[config.mk]
export PLATFORM = sky130hd
export DESIGN_NAME = imem_loader
export DESIGN_NICKNAME = d
export VERILOG_FILES = /design/src/rtl/imem_loader_pkg.sv /design/src/rtl/imem_loader_byte_assembler.sv /design/src/rtl/imem_loader.sv
export SDC_FILE = /design/constraint.sdc
export NUM_CORES = 1
export LEC_CHECK = 0
export BUFFER_PORTS_ARGS = -buffer_cell sky130_fd_sc_hd__buf_2
export CAP_MARGIN = 15
export CORE_AREA = 4 4 100 102
export DETAILED_ROUTE_END_ITERATION = 16
export DIE_AREA = 0 0 104 106
export HOLD_SLACK_MARGIN = 0.1
export PLACE_DENSITY_LB_ADDON = 0.3
export SLEW_MARGIN = 10
export SYNTH_ARGS = -nofsm -noshare
export SYNTH_HDL_FRONTEND = slang
export SYNTH_SLANG_ARGS = --single-unit
[constraint.sdc]
create_clock -name clk -period 2.7 [get_ports clk]
set_input_delay 0.405 -clock clk [delete_from_list [all_inputs] [get_ports clk]]
set_output_delay 0.405 -clock clk [all_outputs]
set_load 0.02 [all_outputs]
[src/rtl/imem_loader_pkg.sv]
// Shared types and constants for the instruction-memory byte-stream loader.
package imem_loader_pkg;

  localparam int unsigned DATA_W         = 32;
  localparam int unsigned MEM_AW         = 11;
  localparam int unsigned BYTES_PER_WORD = 4;
  localparam int unsigned LEN_W          = 16;
  localparam logic [7:0]  CSUM_INIT      = 8'h00;

  typedef enum logic [2:0] {
    S_IDLE,
    S_LEN_LO,
    S_LEN_HI,
    S_DATA,
    S_WRITE,
    S_CSUM,
    S_DONE,
    S_ERR
  } state_e;

  // States in which the loader is able to take a stream byte.
  function automatic logic takes_byte(input state_e s);
    return (s == S_LEN_LO) || (s == S_LEN_HI) || (s == S_DATA) || (s == S_CSUM);
  endfunction

endpackage

[src/rtl/imem_loader_byte_assembler.sv]
// Collects little-endian stream bytes into a 32-bit word; flags the 4th byte.
module imem_loader_byte_assembler
  import imem_loader_pkg::*;
(
  input  logic              clk,
  input  logic              rst,
  input  logic              clear_i,
  input  logic              byte_valid_i,
  input  logic [7:0]        byte_i,
  output logic [DATA_W-1:0] word_o,
  output logic              word_complete_c
);

  localparam int unsigned IDX_W = 2;

  logic [IDX_W-1:0]  idx_q, idx_d;
  logic [DATA_W-1:0] word_q, word_d;

  // Byte lane placement; index wraps to 0 after the 4th byte.
  always_comb begin
    idx_d  = idx_q;
    word_d = word_q;
    if (clear_i) begin
      idx_d  = '0;
      word_d = '0;
    end else if (byte_valid_i) begin
      word_d[{idx_q, 3'b000} +: 8] = byte_i;
      idx_d                        = idx_q + IDX_W'(1);
    end
  end

  always_ff @(posedge clk or negedge rst) begin
    if (!rst) begin
      idx_q  <= '0;
      word_q <= '0;
    end else begin
      idx_q  <= idx_d;
      word_q <= word_d;
    end
  end

  assign word_complete_c = byte_valid_i && (idx_q == IDX_W'(BYTES_PER_WORD - 1));
  assign word_o          = word_q;

endmodule

[src/rtl/imem_loader.sv]
// Framed byte-stream loader writing the instruction SRAM and holding the core
// in reset while a load is in progress or has failed.
module imem_loader
  import imem_loader_pkg::*;
#(
  parameter int unsigned WIDTH      = DATA_W,
  parameter int unsigned ADDR_WIDTH = MEM_AW
) (
  input  logic                  clk,
  input  logic                  rst,
  input  logic                  START,
  input  logic [7:0]            IN_DATA,
  input  logic                  IN_VALID,
  output logic                  IN_READY,
  output logic                  MEM_CEN,
  output logic                  MEM_WEN,
  output logic [ADDR_WIDTH-1:0] MEM_A,
  output logic [WIDTH-1:0]      MEM_D,
  output logic                  CORE_HOLD,
  output logic                  DONE,
  output logic                  ERROR
);

  localparam int unsigned      CNT_W     = ADDR_WIDTH + 1;
  localparam logic [LEN_W-1:0] MAX_WORDS = LEN_W'(1) << ADDR_WIDTH;

  state_e                  state_q, state_d;
  logic [LEN_W-1:0]        len_q, len_d;
  logic [CNT_W-1:0]        cnt_q, cnt_d;
  logic [7:0]              csum_q, csum_d;
  logic [ADDR_WIDTH-1:0]   addr_q, addr_d;
  logic                    ready_q, ready_d;
  logic                    cen_q, cen_d;
  logic                    wen_q, wen_d;
  logic                    hold_q, hold_d;
  logic                    done_q, done_d;
  logic                    err_q, err_d;

  logic                    accept;
  logic                    start_evt;
  logic                    asm_valid;
  logic                    word_complete_c;
  logic [DATA_W-1:0]       asm_word;

  assign accept    = IN_VALID && ready_q;
  assign start_evt = START && ((state_q == S_IDLE) || (state_q == S_DONE) || (state_q == S_ERR));
  assign asm_valid = accept && (state_q == S_DATA);

  imem_loader_byte_assembler u_byte_assembler (
    .clk             (clk),
    .rst             (rst),
    .clear_i         (start_evt),
    .byte_valid_i    (asm_valid),
    .byte_i          (IN_DATA),
    .word_o          (asm_word),
    .word_complete_c (word_complete_c)
  );

  // Next state, counters and the registered view of every output.
  always_comb begin
    state_d = state_q;
    len_d   = len_q;
    cnt_d   = cnt_q;
    csum_d  = csum_q;
    addr_d  = addr_q;
    done_d  = done_q;
    err_d   = err_q;

    case (state_q)
      S_IDLE, S_DONE, S_ERR: begin
        if (start_evt) begin
          state_d = S_LEN_LO;
          len_d   = '0;
          cnt_d   = '0;
          csum_d  = CSUM_INIT;
          done_d  = 1'b0;
          err_d   = 1'b0;
        end
      end
      S_LEN_LO: begin
        if (accept) begin
          len_d   = {8'h00, IN_DATA};
          state_d = S_LEN_HI;
        end
      end
      S_LEN_HI: begin
        if (accept) begin
          len_d = {IN_DATA, len_q[7:0]};
          if (len_d > MAX_WORDS) begin
            state_d = S_ERR;
            err_d   = 1'b1;
          end else if (len_d == '0) begin
            state_d = S_CSUM;
          end else begin
            state_d = S_DATA;
          end
        end
      end
      S_DATA: begin
        if (accept) begin
          csum_d = csum_q ^ IN_DATA;
          if (word_complete_c) begin
            state_d = S_WRITE;
            addr_d  = ADDR_WIDTH'(cnt_q);
          end
        end
      end
      S_WRITE: begin
        cnt_d   = cnt_q + CNT_W'(1);
        state_d = (LEN_W'(cnt_d) == len_q) ? S_CSUM : S_DATA;
      end
      S_CSUM: begin
        if (accept) begin
          if (IN_DATA == csum_q) begin
            state_d = S_DONE;
            done_d  = 1'b1;
          end else begin
            state_d = S_ERR;
            err_d   = 1'b1;
          end
        end
      end
      default: state_d = S_IDLE;
    endcase

    ready_d = takes_byte(state_d);
    cen_d   = (state_d != S_WRITE);
    wen_d   = (state_d != S_WRITE);
    hold_d  = (state_d != S_IDLE) && (state_d != S_DONE);
  end

  always_ff @(posedge clk or negedge rst) begin
    if (!rst) begin
      state_q <= S_IDLE;
      len_q   <= '0;
      cnt_q   <= '0;
      csum_q  <= CSUM_INIT;
      addr_q  <= '0;
      ready_q <= 1'b0;
      cen_q   <= 1'b1;
      wen_q   <= 1'b1;
      hold_q  <= 1'b0;
      done_q  <= 1'b0;
      err_q   <= 1'b0;
    end else begin
      state_q <= state_d;
      len_q   <= len_d;
      cnt_q   <= cnt_d;
      csum_q  <= csum_d;
      addr_q  <= addr_d;
      ready_q <= ready_d;
      cen_q   <= cen_d;
      wen_q   <= wen_d;
      hold_q  <= hold_d;
      done_q  <= done_d;
      err_q   <= err_d;
    end
  end

  assign IN_READY  = ready_q;
  assign MEM_CEN   = cen_q;
  assign MEM_WEN   = wen_q;
  assign MEM_A     = addr_q;
  assign MEM_D     = WIDTH'(asm_word);
  assign CORE_HOLD = hold_q;
  assign DONE      = done_q;
  assign ERROR     = err_q;

endmodule
After elaboration in Yosys (flattened, before gate mapping)
Cells that the tools add are included.
{ "word_totals": {"ff_bits": 89, "wordCells": 107} }
{ "op_classes": {"addsub": 3, "order_cmp": 1, "eq_ne": 24, "shifts": 2, "n_mux": 34, "bitwise": 2, "reduce_logical": 28} }
{ "op_table": {"columns": ["operator", "count"], "rows": [
  ["$mux 32", 2],
  ["$mux 16", 3],
  ["$pmux 16 s3", 1],
  ["$bwmux 32", 1],
  ["$shift 8x7->32 const A", 1],
  ["$shiftx 8x7->32", 1],
  ["$mux 3", 9],
  ["$pmux 12 s2", 1],
  ["$pmux 3 s6", 1],
  ["$eq 12x16->1", 1],
  ["$gt 16x12->1 const B", 1],
  ["$logic_not 16->1", 1],
  ["$mux 8", 2],
  ["$ne 2x2->1 const B", 8],
  ["$pmux 8 s2", 1],
  ["$eq 3x3->1 const B", 5],
  ["$add 12x1->12 const B", 1],
  ["$eq 3x2->1 const B", 4],
  ["$mux 12", 1],
  ["$reduce_and 4->1", 3],
  ["$reduce_bool 2->1", 5],
  ["$reduce_bool 3->1", 3],
  ["$eq 8x8->1", 1],
  ["$mux 1", 8],
  ["17 further kinds", 29]
]} }

Logic depth before layout (Yosys ltp)
{ "logic_depth": {"word_depth": 10, "depth_mapped": 8, "depth_no_buf": 7} }

Hierarchy
A second synthesis with hierarchy kept.
{ "unflattened": {"cells_unflattened": 441, "area_unflattened_um2": 4518.1} }
{ "by_module_without_submodules": {"columns": ["module", "n_inst", "cells_per_inst", "area_each_um2"], "rows": [
  ["imem_loader", 1, 335, 3059.2],
  ["imem_loader_byte_assembler", 1, 106, 1458.9]
]} }

Worst setup path after synthesis
Ideal clock, no wire load.
{ "synth_path": {"path_type": "input -> register", "startpoint": "input IN_DATA[6]", "endpoint": "register hold_q, in the netlist CORE_HOLD", "setup_ns": 0.124, "arrival_time_ns": 1.880, "path_slack_ns": 0.696, "path_stages": 7, "path_cell_list": "buf_2 > or4_4 > a311oi_1 > a211o_1 > a311o_2 > and3_2 > o21bai_1"} }
{ "synth_between": {"elab_chain_len": 7, "word_cells_on_any_way": 12, "classes_between": "order compare (1); eq/ne (2); mux (6); reduce/logical (3)"} }
{ "synth_rtl": {"columns": ["item", "line", "rtl"], "rows": [
  ["start, declared", "imem_loader.sv:12", "input logic [7:0] IN_DATA,"],
  ["branches (longest 4 deep; another with $gt 16x12->1)", null, null],
  ["$pmux 3 s6 (*)", "imem_loader.sv:69", "case (state_q)"],
  ["$ne 3x3->1 / $reduce_bool 3->1 (equally long branches)", "imem_loader.sv:129", "hold_d = (state_d != S_IDLE) && (state_d != S_DONE);"],
  ["$logic_and 1x1->1 (*)", "imem_loader.sv:129", null],
  ["net hold_d", "imem_loader.sv:35", "logic hold_q, hold_d;"],
  ["end signal, assigned", "imem_loader.sv:154", "hold_q <= hold_d;"],
  ["end, declared", "imem_loader.sv:35", null]
]} }
Mark *: on every way through the listed nets, which the timed path passes.
A chain may end at the register's enable or synchronous reset.

Final worst setup path
{ "layout_path": {"startpoint": "register cnt_q[0]", "endpoint": "register state_q[2]"} }
{ "layout_between": {"elab_chain_len": 4} }
{ "layout_rtl": {"columns": ["item", "line", "rtl"], "rows": [
  ["start, declared", "imem_loader.sv:29", "logic [CNT_W-1:0] cnt_q, cnt_d;"],
  ["start signal, assigned", "imem_loader.sv:148", "cnt_q <= cnt_d;"],
  ["$add 12x1->12", "imem_loader.sv:109", "cnt_d = cnt_q + CNT_W'(1);"],
  ["$eq 12x16->1", "imem_loader.sv:110", "state_d = (LEN_W'(cnt_d) == len_q) ? S_CSUM : S_DATA;"],
  ["$mux 3", "imem_loader.sv:110", null],
  ["$pmux 3 s6", "imem_loader.sv:69", null],
  ["net state_d[2]", "imem_loader.sv:27", "state_e state_q, state_d;"],
  ["end signal, assigned", "imem_loader.sv:146", "state_q <= state_d;"],
  ["end, declared", "imem_loader.sv:27", null]
]} }
The timed path passes the listed nets, and every way through them passes these cells.

==> impl_metrics.toml <==
[yosys]
synthArstFlopShare_pct = 100
synth_area_mm2 = 0.00449
synth_top_flop_cell = "dfrtp_1"
yosys_warnings = 0
yosysSeqAreaShare_pct = 49.6
synthTopCellsByArea = "dfrtp_1 49%, nand2_1 6.5%, o21ai_0 5.5%"
synth_cell_type_count = 63
syn_avg_cell_area_um2 = 9.76
synth-edff-count = 0
ys_ff_latch = 89
yosys.area.top_type_share_pct = 49.1
syn_nets = 478
synthCells = 460
yosys.area.top_type = "dfrtp_1"

[cts]
htree_levels = 3
cts_tree = "done"
cts_buffers = 9
clkSinkCount = 89
clk_transition_reported_paths_ps = 100
ctsResizeCount = 0
cts.path.max_buffers = 2
postCtsSetupBuffers = 0
clockRootBuffer = "clkbuf_8"
clk_latency_ps = 360

[die]
core_mm2 = 0.00911
start_util_pct = 49.3
die_h_um = 106
std_cell_rows = 35
dieArea_mm2 = 0.0110
die_w_um = 104
io_pins = 61

[global_route]
antenna_found_initial = 0
grt_max_degree = 50
overflow = 0
grt_pass1_vias = 3687
grt_pass1_wl_um = 18400
grtUsageTotal_pct = 20.5

[power]
power_mw = 4.67
peakVddDrop_mv = 0.369
p_leak_nw = 2.44
power_density_mw_per_mm2 = 905

[timing]
slew_headroom_pct = 46.2
fin_crit_sh_pct = 86.4
finalWorstSetupSlack_ps = 367
setup_viol_count_final = 0
final.setup.tns_ps = 0
finalHoldViolations = 0
rsz0062_at_grt = "false"
maxSlewViolCount = 0
max_slew.worst_pin.slew_ps = 804
fin_crit_ps = 2330
clock_skew_ps = 13.9
max_freq_mhz = 429

[setup_path]
crit_cells = 7
worstPathArrival_ps = 2620
end_kind = "flip-flop"
crit_slowest_cell = "dfrtp_1"
critical-path-top-delay-family = "compound AO/OA/AOI/OAI gates"
worstSetupPathType = "reg -> reg"
cp-start-kind = "flip-flop"
cpPeakStageDelay_ps = 480
cp_cell_sequence = "ha_1 > o211ai_1 > a311oi_1 > o2111ai_1 > a2111oi_4 > nand2b_1 > a211oi_2"
critical_path.max_fanout = 10
crit_required_ps = 2990
path_buf_inv = 0
reg2reg_depth = 7

[worst_hold_path]
whs_path_depth = 3
min_path_type = "in -> reg"

[detailed_routing]
drc = 0
ant_nets = 0
dr.pass1.iters = 4
vias_per_cell = 5.80
first_iter_violations = 141
wl_um = 10900
via_count = 3653
routedWlPerCell_um = 17.4

[finish]
drive_gt1_share_pct = 22.4
stdcell_count = 630
antenna_cells = 0
fin_util_pct = 56.6
syn2layout_area_growth_pct = 14.8
nNetsFinal = 532

[run_status]
status = "finished clean"

[run]
maxCapViolations = 0

[placed_design]
post-place-ws_ps = 343
port_buffers = 60
dp_cells = 613
dp_hpwl_um = 7660
routabilityCongestion = 0.816
-- path summary, 6_finish.rpt --
path                       startpoint          to  slack [ps]
setup / recovery             cnt_q[0]  state_q[2]         370
hold / removal             IN_DATA[1]    len_q[9]         390
setup reg to reg             cnt_q[0]  state_q[2]         370
hold reg to reg             len_q[14]   len_q[14]         490
max in group asynchronous         rst   csum_q[1]        1460
min in group asynchronous         rst    IN_READY         600
-- power by group --
group          switching, mW  internal, mW
combinational          0.961         0.644
sequential             0.316          1.61
clock                  0.505         0.626
-- metrics by stage --
stage / hold slack (ps) / area (um2)
after floorplan: 109 / 4490
after global placement: 458 / 4900
after detailed placement: 466 / 4900
after CTS: 379 / 5150
after global routing: 415 / 5150
final: 392 / 5150
-- metal layers --
layer  GRT usage (%)  wire [um]  up-vias  part of all wire [%]
met5               0          0        -                     0
met4            8.55        155        0                   1.4
met3            3.34        675       16                   6.2
met2            34.9       5330      111                    49
met1            26.0       4780     1792                    44
li1                -          -     1734                     -
-- placed cells by master, fill, tap and decap left out, drive strengths merged, types with 4 or more instances in the layout --
master / netlist / layout
dfrtp: 88 / 88
nand2: 78 / 78
buf: 20 / 76
o21ai: 50 / 50
a22o: 24 / 24
nor2: 21 / 21
a21oi: 20 / 20
xor2: 16 / 16
nand3: 15 / 15
xnor2: 9 / 9
mux2: 9 / 9
clkbuf: 14 / 9
inv: 6 / 9
nor3: 8 / 8
ha: 6 / 6
nand2b: 5 / 5
and2: 4 / 4
nor2b: 4 / 4
o31ai: 4 / 4
nor4: 4 / 4
o21a: 4 / 4
nand4: 4 / 4
and3: 4 / 4
-- flip-flops by register name, summed over array words and instances (netlist names) --
signal / flops
cnt_q: 12
ERROR: 1
u_byte_assembler.idx_q: 2
MEM_A: 11
MEM_WEN: 1
CORE_HOLD: 1
DONE: 1
len_q: 16
state_q: 3
IN_READY: 1
u_byte_assembler.word_o: 32
csum_q: 8
-- synthesized netlist by cell type, drive strengths merged, types with 2 or more instances --
cell type,n
a31oi,3
a22o,24
and4,2
nor4,4
buf,20
o21a,4
o22ai,3
nand2,78
nor3b,2
nand4,4
clkbuf,14
o31ai,4
nor2,21
xnor2,9
xor2,16
nand3,15
nor4bb,2
nor2b,4
and3,4
mux2,9
nor4b,2
a21oi,20
ha,6
dfrtp,88
o32ai,2
nor3,8
or2,2
and2,4
o21ai,50
or3,2
inv,6
a311oi,2
or4,2
o41ai,3
nand2b,5
-- worst reg2reg max path, stage by stage (launching register included) --
cell and delay, ps:
dfrtp_1 480, ha_1 410, o211ai_1 140, a311oi_1 290, o2111ai_1 190, a2111oi_4 420
nand2b_1 120, a211oi_2 210
-- layout make-up --
cell class | count | area [um2]
inverters | 6 | 22.5
clock inverters | 7 | 124
multi-input cells | 331 | 2070
clock buffers | 9 | 124
well taps | 111 | 139
fillers | 807 | 3950
repair buffers | 77 | 445
flip-flops and latches | 89 | 2230
-- kinds of logic (layout without fill, tap and decap cells) --
| kind of cell | after synthesis | count (layout) | synth area share [%] |
|---|---|---|---|
| AND/OR/NAND/NOR | 164 | 164 | 18.3 |
| buffers and inverters | 40 | 99 | 4.21 |
| flip-flops | 89 | 89 | 49.6 |
| AO/OA/AOI/OAI | 127 | 127 | 19.0 |
| XOR/XNOR | 25 | 25 | 4.88 |
| adder cells (fa/ha/maj) | 6 | 6 | 1.67 |
| multiplexers | 9 | 9 | 2.26 |
-- what timing repair did --
action	4_1_cts	5_1_grt
hold endpoints to repair	47	0
hold buffers	1	0
setup endpoints to repair	0	0
Note: power is estimated with default switching activity, not from simulation.
